File: src/rtl/mem_stage_nb.sv
`default_nettype none
// +----------------------------------------------------------------------------+
// | mem_stage_nb : non-blocking MEM stage, in-order load return queue to WB    |
// | Revision     : 1.0                                                         |
// +----------------------------------------------------------------------------+
module mem_stage_nb #(
  parameter int DEPTH = 2,
  parameter int PL_W  = 87
) (
  input  logic            clk,
  input  logic            resetn,
  input  logic            es_to_ms_valid,
  output logic            ms_allowin,
  input  logic [31:0]     es_pc,
  input  logic [31:0]     es_result,
  input  logic            es_rf_we,
  input  logic [4:0]      es_rf_waddr,
  input  logic            es_res_from_mem,
  input  logic            es_mem_req,
  input  logic [4:0]      es_ld_op,
  input  logic [PL_W-1:0] es_pl,
  output logic            ms_req_allow,
  input  logic [4:0]      ds_rj,
  input  logic [4:0]      ds_rk,
  output logic            ms_ld_hazard,
  input  logic            data_sram_data_ok,
  input  logic [31:0]     data_sram_rdata,
  input  logic            wb_ex,
  output logic            ms_to_ws_valid,
  input  logic            ws_allowin,
  output logic [31:0]     ms_pc,
  output logic            ms_rf_we,
  output logic [4:0]      ms_rf_waddr,
  output logic [31:0]     ms_rf_wdata,
  output logic [PL_W-1:0] ms_pl
);

  localparam int AW = (DEPTH > 1) ? $clog2(DEPTH) : 1;
  localparam int PW = AW + 1;

  logic [PW-1:0]   r_wr_ptr;
  logic [PW-1:0]   r_rd_ptr;
  logic [PW-1:0]   r_cancel_cnt;

  logic            r_valid        [DEPTH];
  logic [31:0]     r_pc           [DEPTH];
  logic [31:0]     r_result       [DEPTH];
  logic            r_rf_we        [DEPTH];
  logic [4:0]      r_waddr        [DEPTH];
  logic            r_res_from_mem [DEPTH];
  logic            r_mem_req      [DEPTH];
  logic [4:0]      r_ld_op        [DEPTH];
  logic [PL_W-1:0] r_pl           [DEPTH];
  logic            r_data_got     [DEPTH];
  logic [31:0]     r_rdata        [DEPTH];

  logic [AW-1:0]   w_head;
  logic [AW-1:0]   w_tail;
  logic [AW-1:0]   w_scan_idx;
  logic [AW-1:0]   w_resp_idx;
  logic            w_resp_hit;
  logic [PW-1:0]   w_live_pend;
  logic            w_route;
  logic            w_resp_to_head;
  logic            w_head_ready;
  logic            w_full;
  logic            w_deq;
  logic            w_enq;
  logic            w_cancel_dec;
  logic [PW:0]     w_cancel_sum;
  logic [PW-1:0]   w_cancel_flush;
  logic [31:0]     w_head_rdata;
  logic [31:0]     w_shift;
  logic [31:0]     w_ext;

  assign w_head = r_rd_ptr[AW-1:0];
  assign w_tail = r_wr_ptr[AW-1:0];

  // Oldest live entry still waiting for data; scanning from the youngest
  // slot down lets the oldest match overwrite the others.
  always_comb begin
    w_resp_hit = 1'b0;
    w_resp_idx = '0;
    w_scan_idx = '0;
    for (int i = DEPTH - 1; i >= 0; i--) begin
      w_scan_idx = w_head + AW'(i);
      if (r_valid[w_scan_idx] && r_mem_req[w_scan_idx] && !r_data_got[w_scan_idx]) begin
        w_resp_hit = 1'b1;
        w_resp_idx = w_scan_idx;
      end
    end
  end

  always_comb begin
    w_live_pend  = '0;
    ms_ld_hazard = 1'b0;
    for (int k = 0; k < DEPTH; k++) begin
      if (r_valid[k] && r_mem_req[k] && !r_data_got[k])
        w_live_pend = w_live_pend + PW'(1);
      if (r_valid[k] && r_rf_we[k] && r_res_from_mem[k] && !r_data_got[k] &&
          (r_waddr[k] != 5'd0) && ((r_waddr[k] == ds_rj) || (r_waddr[k] == ds_rk)))
        ms_ld_hazard = 1'b1;
    end
  end

  assign w_cancel_dec   = data_sram_data_ok && (r_cancel_cnt != '0);
  assign w_route        = data_sram_data_ok && (r_cancel_cnt == '0) && w_resp_hit;
  assign w_resp_to_head = w_route && (w_resp_idx == w_head);
  assign w_head_ready   = !r_mem_req[w_head] || r_data_got[w_head] || w_resp_to_head;

  assign ms_to_ws_valid = r_valid[w_head] && w_head_ready && !wb_ex;
  assign w_deq          = ms_to_ws_valid && ws_allowin;
  assign w_full         = (r_wr_ptr[AW] != r_rd_ptr[AW]) && (w_tail == w_head);
  assign ms_allowin     = !w_full || w_deq || wb_ex;
  assign w_enq          = es_to_ms_valid && ms_allowin && !wb_ex;

  assign ms_req_allow = ({1'b0, r_cancel_cnt} + {1'b0, w_live_pend}) < (PW+1)'(DEPTH);

  // Every live outstanding request becomes a response to swallow after a flush,
  // minus whichever response is consumed in the flush cycle itself.
  assign w_cancel_sum   = {1'b0, r_cancel_cnt} + {1'b0, w_live_pend}
                        - (PW+1)'(w_cancel_dec || w_route);
  assign w_cancel_flush = (w_cancel_sum > (PW+1)'(DEPTH)) ? PW'(DEPTH) : w_cancel_sum[PW-1:0];

  assign w_head_rdata = r_data_got[w_head] ? r_rdata[w_head] : data_sram_rdata;
  assign w_shift      = w_head_rdata >> {r_result[w_head][1:0], 3'b000};

  always_comb begin
    if (r_ld_op[w_head][4])      w_ext = {{24{w_shift[7]}}, w_shift[7:0]};
    else if (r_ld_op[w_head][3]) w_ext = {24'h0, w_shift[7:0]};
    else if (r_ld_op[w_head][2]) w_ext = {{16{w_shift[15]}}, w_shift[15:0]};
    else if (r_ld_op[w_head][1]) w_ext = {16'h0, w_shift[15:0]};
    else                         w_ext = w_shift;
  end

  assign ms_pc       = r_pc[w_head];
  assign ms_rf_we    = r_rf_we[w_head] && r_valid[w_head];
  assign ms_rf_waddr = r_waddr[w_head];
  assign ms_rf_wdata = r_res_from_mem[w_head] ? w_ext : r_result[w_head];
  assign ms_pl       = r_pl[w_head];

  always_ff @(posedge clk or negedge resetn) begin
    if (!resetn) begin
      r_wr_ptr     <= '0;
      r_rd_ptr     <= '0;
      r_cancel_cnt <= '0;
      for (int k = 0; k < DEPTH; k++) begin
        r_valid[k]        <= 1'b0;
        r_pc[k]           <= '0;
        r_result[k]       <= '0;
        r_rf_we[k]        <= 1'b0;
        r_waddr[k]        <= '0;
        r_res_from_mem[k] <= 1'b0;
        r_mem_req[k]      <= 1'b0;
        r_ld_op[k]        <= '0;
        r_pl[k]           <= '0;
        r_data_got[k]     <= 1'b0;
        r_rdata[k]        <= '0;
      end
    end else if (wb_ex) begin
      r_rd_ptr     <= r_wr_ptr;
      r_cancel_cnt <= w_cancel_flush;
      for (int k = 0; k < DEPTH; k++)
        r_valid[k] <= 1'b0;
    end else begin
      if (w_cancel_dec)
        r_cancel_cnt <= r_cancel_cnt - PW'(1);
      if (w_route) begin
        r_data_got[w_resp_idx] <= 1'b1;
        r_rdata[w_resp_idx]    <= data_sram_rdata;
      end
      if (w_deq) begin
        r_valid[w_head] <= 1'b0;
        r_rd_ptr        <= r_rd_ptr + PW'(1);
      end
      // Placed last so a simultaneous enqueue into the slot being freed wins.
      if (w_enq) begin
        r_valid[w_tail]        <= 1'b1;
        r_pc[w_tail]           <= es_pc;
        r_result[w_tail]       <= es_result;
        r_rf_we[w_tail]        <= es_rf_we;
        r_waddr[w_tail]        <= es_rf_waddr;
        r_res_from_mem[w_tail] <= es_res_from_mem;
        r_mem_req[w_tail]      <= es_mem_req;
        r_ld_op[w_tail]        <= es_ld_op;
        r_pl[w_tail]           <= es_pl;
        r_data_got[w_tail]     <= 1'b0;
        r_wr_ptr               <= r_wr_ptr + PW'(1);
      end
    end
  end

endmodule
`default_nettype wire

File: config.mk
export PLATFORM = sky130hd
export DESIGN_NAME = mem_stage_nb
export DESIGN_NICKNAME = d
export VERILOG_FILES = /design/src/rtl/mem_stage_nb.sv
export SDC_FILE = /design/constraint.sdc
export NUM_CORES = 1
export LEC_CHECK = 0
export CAP_MARGIN = 20
export CELL_PAD_IN_SITES_DETAIL_PLACEMENT = 0
export CELL_PAD_IN_SITES_GLOBAL_PLACEMENT = 2
export CORE_ASPECT_RATIO = 1.1
export CORE_MARGIN = 3
export CORE_UTILIZATION = 39
export DETAILED_ROUTE_END_ITERATION = 6
export PLACE_DENSITY_LB_ADDON = 0.1
export SKIP_CTS_REPAIR_TIMING = 1
export SLEW_MARGIN = 20
export SYNTH_ARGS = -nofsm -noshare
export SYNTH_HDL_FRONTEND = slang
export SYNTH_SLANG_ARGS = --single-unit
File: constraint.sdc
create_clock -name clk -period 5.4 [get_ports clk]
set_input_delay 0.54 -clock clk [delete_from_list [all_inputs] [get_ports clk]]
set_output_delay 0.54 -clock clk [all_outputs]
set_load 0.005 [all_outputs]
==> impl_metrics.yaml, run 1 <==
synthesis:
  synth_top_area_cell: "dfrtp_1"
  synthCells: 1383
  post-synth-top-count-cell: "mux2_2"
  ys.flop_type: "dfrtp_1"
  synth_edf_count: 0
  synth-warning-count: 0
  syn_nets: 1601
  ys_top_cells_by_area: "dfrtp_1 (52%), mux2_2 (24%), mux2_1 (8.1%)"
  yosysUniqueCellTypes: 60
  syn_area_sq_um: 19300
  ys_seq_elements: 400
  yosysSeqAreaShare_pct: 52.0
  syn_area_per_cell_sq_um: 13.9
  yosysTopAreaCellShare_pct: 52.0
  yosys-top-cells-count: "mux2_2 (404), dfrtp_1 (400), mux2_1 (139), mux2i_1 (56), a21oi_1 (40)"
  async_flop_share_pct: 100
cts:
  cts.sinks: 400
  clkLatencyLatePin_ns: 0.57
  cts_root_buffer: "clkbuf_16"
  clk_path_buf_depth: 3
  htreeDepth: 2
  cts_made_buffers: 46
  clkTransAtPathRegs_ns: 0.06
  cts_tree: "done"
critical_path:
  path_cells: "buf_4, inv_2, o31ai_2, buf_4, o31a_4, nand3_1, a21oi_1, clkdlybuf4s50_1"
  slowest_delay_ns: 0.70
  r2r-start: "r_rd_ptr[0]"
  crit_type: "flip-flop to primary output"
  cp.arrival_ns: 3.97
  critPathSlowestCell: "buf_4"
  cp_common_cell: "buf_4"
  crit_fanout: 54
  crit_end: "ms_rf_wdata[26]"
  cp-end-kind: "primary output"
  reg2reg_to: "r_pl[37]"
  startpoint: "r_rd_ptr[0]"
  crit_path_start_kind: "flip-flop"
  r2r_slack_ns: 1.89
  r2r_cells: 7
  critPathRequiredTime_ns: 4.86
floorplan:
  row_count: 84
  fp.dieH_um: 239
  num_io_pins: 373
  die_area_sq_um: 52100
  core_sq_um: 48300
  start_util_pct: 39.8
  die_w_um: 218
worst_hold_path:
  hold_path.class: "primary input to async pin"
detailed_routing:
  vias: 12500
  wl_per_cell_um: 22.1
  firstDrtPassIters: 4
  drc_errors: 0
  postRouteAntennaNets: 0
  routed_wl_um: 53400
  met1_length_um: 22500
  drt_iter0_markers: 446
  wl_met3_um: 3910
  vias_per_cell: 5.18
  met2_length_um: 25900
  highest_layer: "met5"
global_routing:
  grt_max_degree: 122
  gr-total-overflow: 0
  grt_pass1_vias: 13700
  track_usage_pct: 20.4
  antenna_found_initial: 15
  grt_pass1_wl_um: 82500
outcome:
  status: "finished with violations"
  violations: "negative hold slack"
cells_and_area:
  synthToLayoutAreaGrowth_pct: 29.2
  fin_cells: 2420
  final_nets: 1953
  final_layout_size_suffix_gt1_share_pct: 28.9
  fillers: 4270
  fin_area_sq_um: 24900
timing:
  setup_tns_ns: 0
  whs_ns: -0.0425
  min_period_ns: 4.51
  finalCritPeriodShare_pct: 83.5
  report.final.setup_viol: 0
  tightest_slew_ns: 1.00
  rsz0062_at_grt: "false"
  final_max_slew_viol_count: 0
  relSlewSlack_pct: 33.3
  final.setup_skew_ns: 0.0132
  timing_hold_violations_final: 10
  max_freq_ghz: 0.222
placement:
  numPlacedInstances: 2332
  gp_congestion: 0.812
  io_buffer_count: 371
  placed_area_sq_um: 23400
  dp_hpwl_um: 36600
job:
  drv_cap: 0
power_and_ir_drop:
  leakage_nw: 10.3
  power_mw: 16.1
  p_per_area_nw_per_um2: 647
  ir_drop_mv: 0.295
## placed cells by master, fill, tap and decap left out, types with 15 or more instances in the layout
cell type        synthesis  routed
dfrtp_1                400     399
clkbuf_16                0      47
nor2_1                  20      20
nand4_1                 15      15
a21oi_1                 40      40
o21ai_0                 24      24
o22ai_1                 15      15
xnor2_1                 15      15
mux2_1                 139     139
mux2i_1                 56      55
buf_4                   19      16
nand3_1                 23      23
mux2_2                 404     404
clkdlybuf4s50_1          0     370
nand2_1                 18      18
## where the power goes
part	leakage (nW)	switching (mW)	total (mW)	internal, mW
Sequential	4.87	0.832	5.30	4.47
Clock	0.731	1.23	3.07	1.84
Combinational	4.68	3.22	7.73	4.51
Total	10.3	5.28	16.1	10.8
## worst max-delay path, delay by kind of cell, from the launching register on
| family | cells | cell delay (ns) |
|---|---|---|
| DFF | 1 | 0.61 |
| buffers and inverters | 4 | 1.80 |
| and+or+nand+nor | 1 | 0.11 |
| AOI/OAI and AO/OA | 3 | 0.85 |
## sequential cells by signal, indices dropped and copies added, names as in the netlist, 8 cells and up
name / flops
r_pl: 174
r_waddr: 10
r_pc: 64
r_rdata: 64
r_ld_op: 8
r_result: 64
## layout make-up
class | instances | area (sq um) | share of cell area (%)
clock inverters | 9 | 98.8 | 0.397
diodes | 7 | 17.5 | 0.0704
multi-input cells | 883 | 8580 | 34.5
well taps | 645 | 807 | 3.24
repair buffers | 392 | 3940 | 15.8
clock buffers | 72 | 1380 | 5.55
inverters | 12 | 45.0 | 0.181
flip-flops and latches | 400 | 10000 | 40.3
## through the flow
step | hold slack [ns] | utilization [%] | setup slack [ns]
after CTS | 0.0498 | 51.4 | 0.761
after detailed placement | 0.472 | 48.4 | 1.41
after global placement | 0.461 | 48.4 | 1.33
after floorplan | 0.244 | - | 2.78
after global routing | 0.0786 | 51.4 | 0.603
final | -0.0425 | 51.5 | 0.893
## worst min path at each step
stage,depth (start not counted),from,to,slack (ns)
finish,1,resetn,r_pl[150],-0.04
floorplan,0,resetn,r_cancel_cnt[0],0.24
global route,1,resetn,r_pl[150],0.08
global placement,1,r_pl[35],r_pl[35],0.46
detailed placement,1,r_pl[55],r_pl[55],0.47
CTS,1,resetn,r_pl[150],0.05
## cells by family after synthesis
logic type	after synthesis	share of synthesized area [%]
xor+xnor	27	1.23
simple gates	117	3.22
mux	601	34.9
flops	400	52.0
buf+inv	100	3.63
compound gates	132	4.60
fa+ha+maj	6	0.429
## routing by layer
metal  up-vias  GRT usage, %
li1       5763             -
met1      6422          25.7
met4        16          4.57
met5         -             0
met3        82          7.04
met2       256          34.1
Power figures use the tool's default switching activity.
==> run 2: changes to the inputs <==
--- a/config.mk
+++ b/config.mk
@@ -10,7 +10,7 @@
 export CELL_PAD_IN_SITES_GLOBAL_PLACEMENT = 2
 export CORE_ASPECT_RATIO = 1.1
 export CORE_MARGIN = 3
-export CORE_UTILIZATION = 39
+export CORE_UTILIZATION = 36
 export DETAILED_ROUTE_END_ITERATION = 6
 export PLACE_DENSITY_LB_ADDON = 0.1
 export SKIP_CTS_REPAIR_TIMING = 1
==> constraint.sdc (replaced) <==
create_clock -name clk -period 4.2 [get_ports clk]
set_input_delay 0.42 -clock clk [delete_from_list [all_inputs] [get_ports clk]]
set_output_delay 0.42 -clock clk [all_outputs]
set_load 0.005 [all_outputs]
==> run 2 against run 1 <==
Compared with the run above: the run now ends clean; utilization decreased by 3.3 points; sequential cell count did not move; global-route usage shrank 1.1 points; clock-buffer cell count rose by 3; worst hold slack improved by 0.50 ns; clock power is 42% higher; cell area up 1.8%; sequential power up 28%; first-iteration DRC count rose by 15%; critical endpoint is now ms_rf_wdata[6].
==> impl_metrics.yaml, run 2 (same netlist as run 1, synthesis figures left out) <==
cts:
  cts.sinks: 400
  cts_root_buffer: "clkbuf_16"
  htreeDepth: 2
  cts_made_buffers: 49
  clk_path_buf_depth: 3
  clkTransAtPathRegs_ns: 0.06
  cts_tree: "done"
  clkLatencyLatePin_ns: 0.58
critical_path:
  crit_fanout: 20
  crit_type: "flip-flop to primary output"
  cp.arrival_ns: 3.63
  cp-end-kind: "primary output"
  critPathRequiredTime_ns: 3.78
  crit_path_start_kind: "flip-flop"
detailed_routing:
  vias: 12600
  firstDrtPassIters: 7
  drt_iter0_markers: 511
  drc_errors: 0
  routed_wl_um: 55000
  wl_per_cell_um: 22.2
  postRouteAntennaNets: 0
  vias_per_cell: 5.10
cells_and_area:
  fin_cells: 2473
  layout_common_cells: "mux2_2 (403), dfrtp_1 (399), clkdlybuf4s50_1 (370)"
  synthToLayoutAreaGrowth_pct: 31.5
  largest_reg_flops: 174
  layout_commonest_cell: "mux2_2"
  final_nets: 1973
  fillers: 4761
  top_register: "r_pl"
  final_layout_size_suffix_gt1_share_pct: 30.5
global_routing:
  grt_pass1_wl_um: 84000
  gr-total-overflow: 0
  grt_pass1_vias: 13600
  track_usage_pct: 19.3
  grt_max_degree: 118
  antenna_found_initial: 13
outcome:
  status: "complete, no violations"
floorplan:
  die_area_sq_um: 56300
  row_count: 88
  fp.dieH_um: 249
  core_sq_um: 52600
  die_w_um: 226
  num_io_pins: 373
  start_util_pct: 36.6
power_and_ir_drop:
  power_mw: 21.3
  leakage_nw: 10.5
  p_per_area_nw_per_um2: 842
  ir_drop_mv: 0.387
placement:
  numPlacedInstances: 2376
  dp_hpwl_um: 38200
  io_buffer_count: 371
  gp_congestion: 0.758
timing:
  rsz0062_at_grt: "false"
  min_period_ns: 4.05
  finalCritPeriodShare_pct: 96.4
  whs_ns: 0.461
  relSlewSlack_pct: 37.1
  tightest_slew_ns: 0.944
  final_max_slew_viol_count: 0
  final.setup_skew_ns: 0.0141
  max_freq_ghz: 0.247
  timing_hold_violations_final: 0
  report.final.setup_viol: 0
job:
  drv_cap: 0
worst_hold_path:
  hold_path.class: "primary input to flip-flop"
## run 2: changes by cell type in the layout (fill, tap and decap cells not counted), sizes merged
cell         previous run  this run
buf                    22        38
clkinvlp                0         3
bufinv                  2         3
clkinv                  6         8
clkbuf                 72        75
dlygate4sd3             0         1
diode                   7         4
## run 2: critical path, stage by stage, from the launching register on
cell and delay (ns):
dfrtp_4 0.58, mux2_4 0.50, mux2i_1 0.45, mux2i_1 0.23
a222oi_1 0.59, o21ai_1 0.18, clkdlybuf4s50_1 0.49
## run 2: layout make-up
class                      count  area, sq um  area share [%]
multi-input combinational    883         8600            34.0
tap                          675          845            3.34
antenna                        4         10.0          0.0395
inverter                      12         45.0           0.178
timing repair buffer         409         4110            16.2
clock buffer                  75         1530            6.03
sequential                   400        10000            39.5
clock inverter                15          165           0.652
## run 2: worst paths after layout
| path | slack, ns | end | start | cells past startpoint |
|---|---|---|---|---|
| min in group asynchronous | 0.54 | r_pl[151] | resetn | 2 |
| max reg2reg | 1.00 | r_pc[22] | r_rd_ptr[0] | 8 |
| max in group asynchronous | 2.67 | r_result[30] | resetn | 3 |
| max | 0.15 | ms_rf_wdata[6] | r_rd_ptr[0] | 6 |
| min | 0.46 | r_result[19] | es_result[19] | 2 |
| min reg2reg | 0.48 | r_pl[52] | r_pl[52] | 1 |
## run 2: metal layers
metal	share of wire [%]	track usage [%]	vias up
li1	-	-	5797
met1	43	24.6	6432
met2	48	31.7	284
met3	7.0	6.13	81
met4	2.0	5.25	18
met5	0.20	0	-
## run 2: stage by stage
| stage | worst slack, ns | instance area [sq um] | TNS, ns | utilization, % |
|---|---|---|---|---|
| after floorplan | 1.58 | 19300 | 0 | - |
| after global placement | 0.468 | 23500 | 0 | 44.7 |
| after detailed placement | 0.494 | 23500 | 0 | 44.7 |
| after CTS | -0.166 | 25200 | -2.03 | 48.0 |
| after global routing | 0.0124 | 25300 | 0 | 48.1 |
| final | 0.153 | 25300 | 0 | 48.1 |
## run 2: power by group
group	total [mW]	internal, mW	leakage, nW	switching [mW]
sequential	6.78	5.74	4.87	1.04
clock	4.36	2.68	0.832	1.68
combinational	10.2	5.91	4.78	4.27
total	21.3	14.3	10.5	6.99
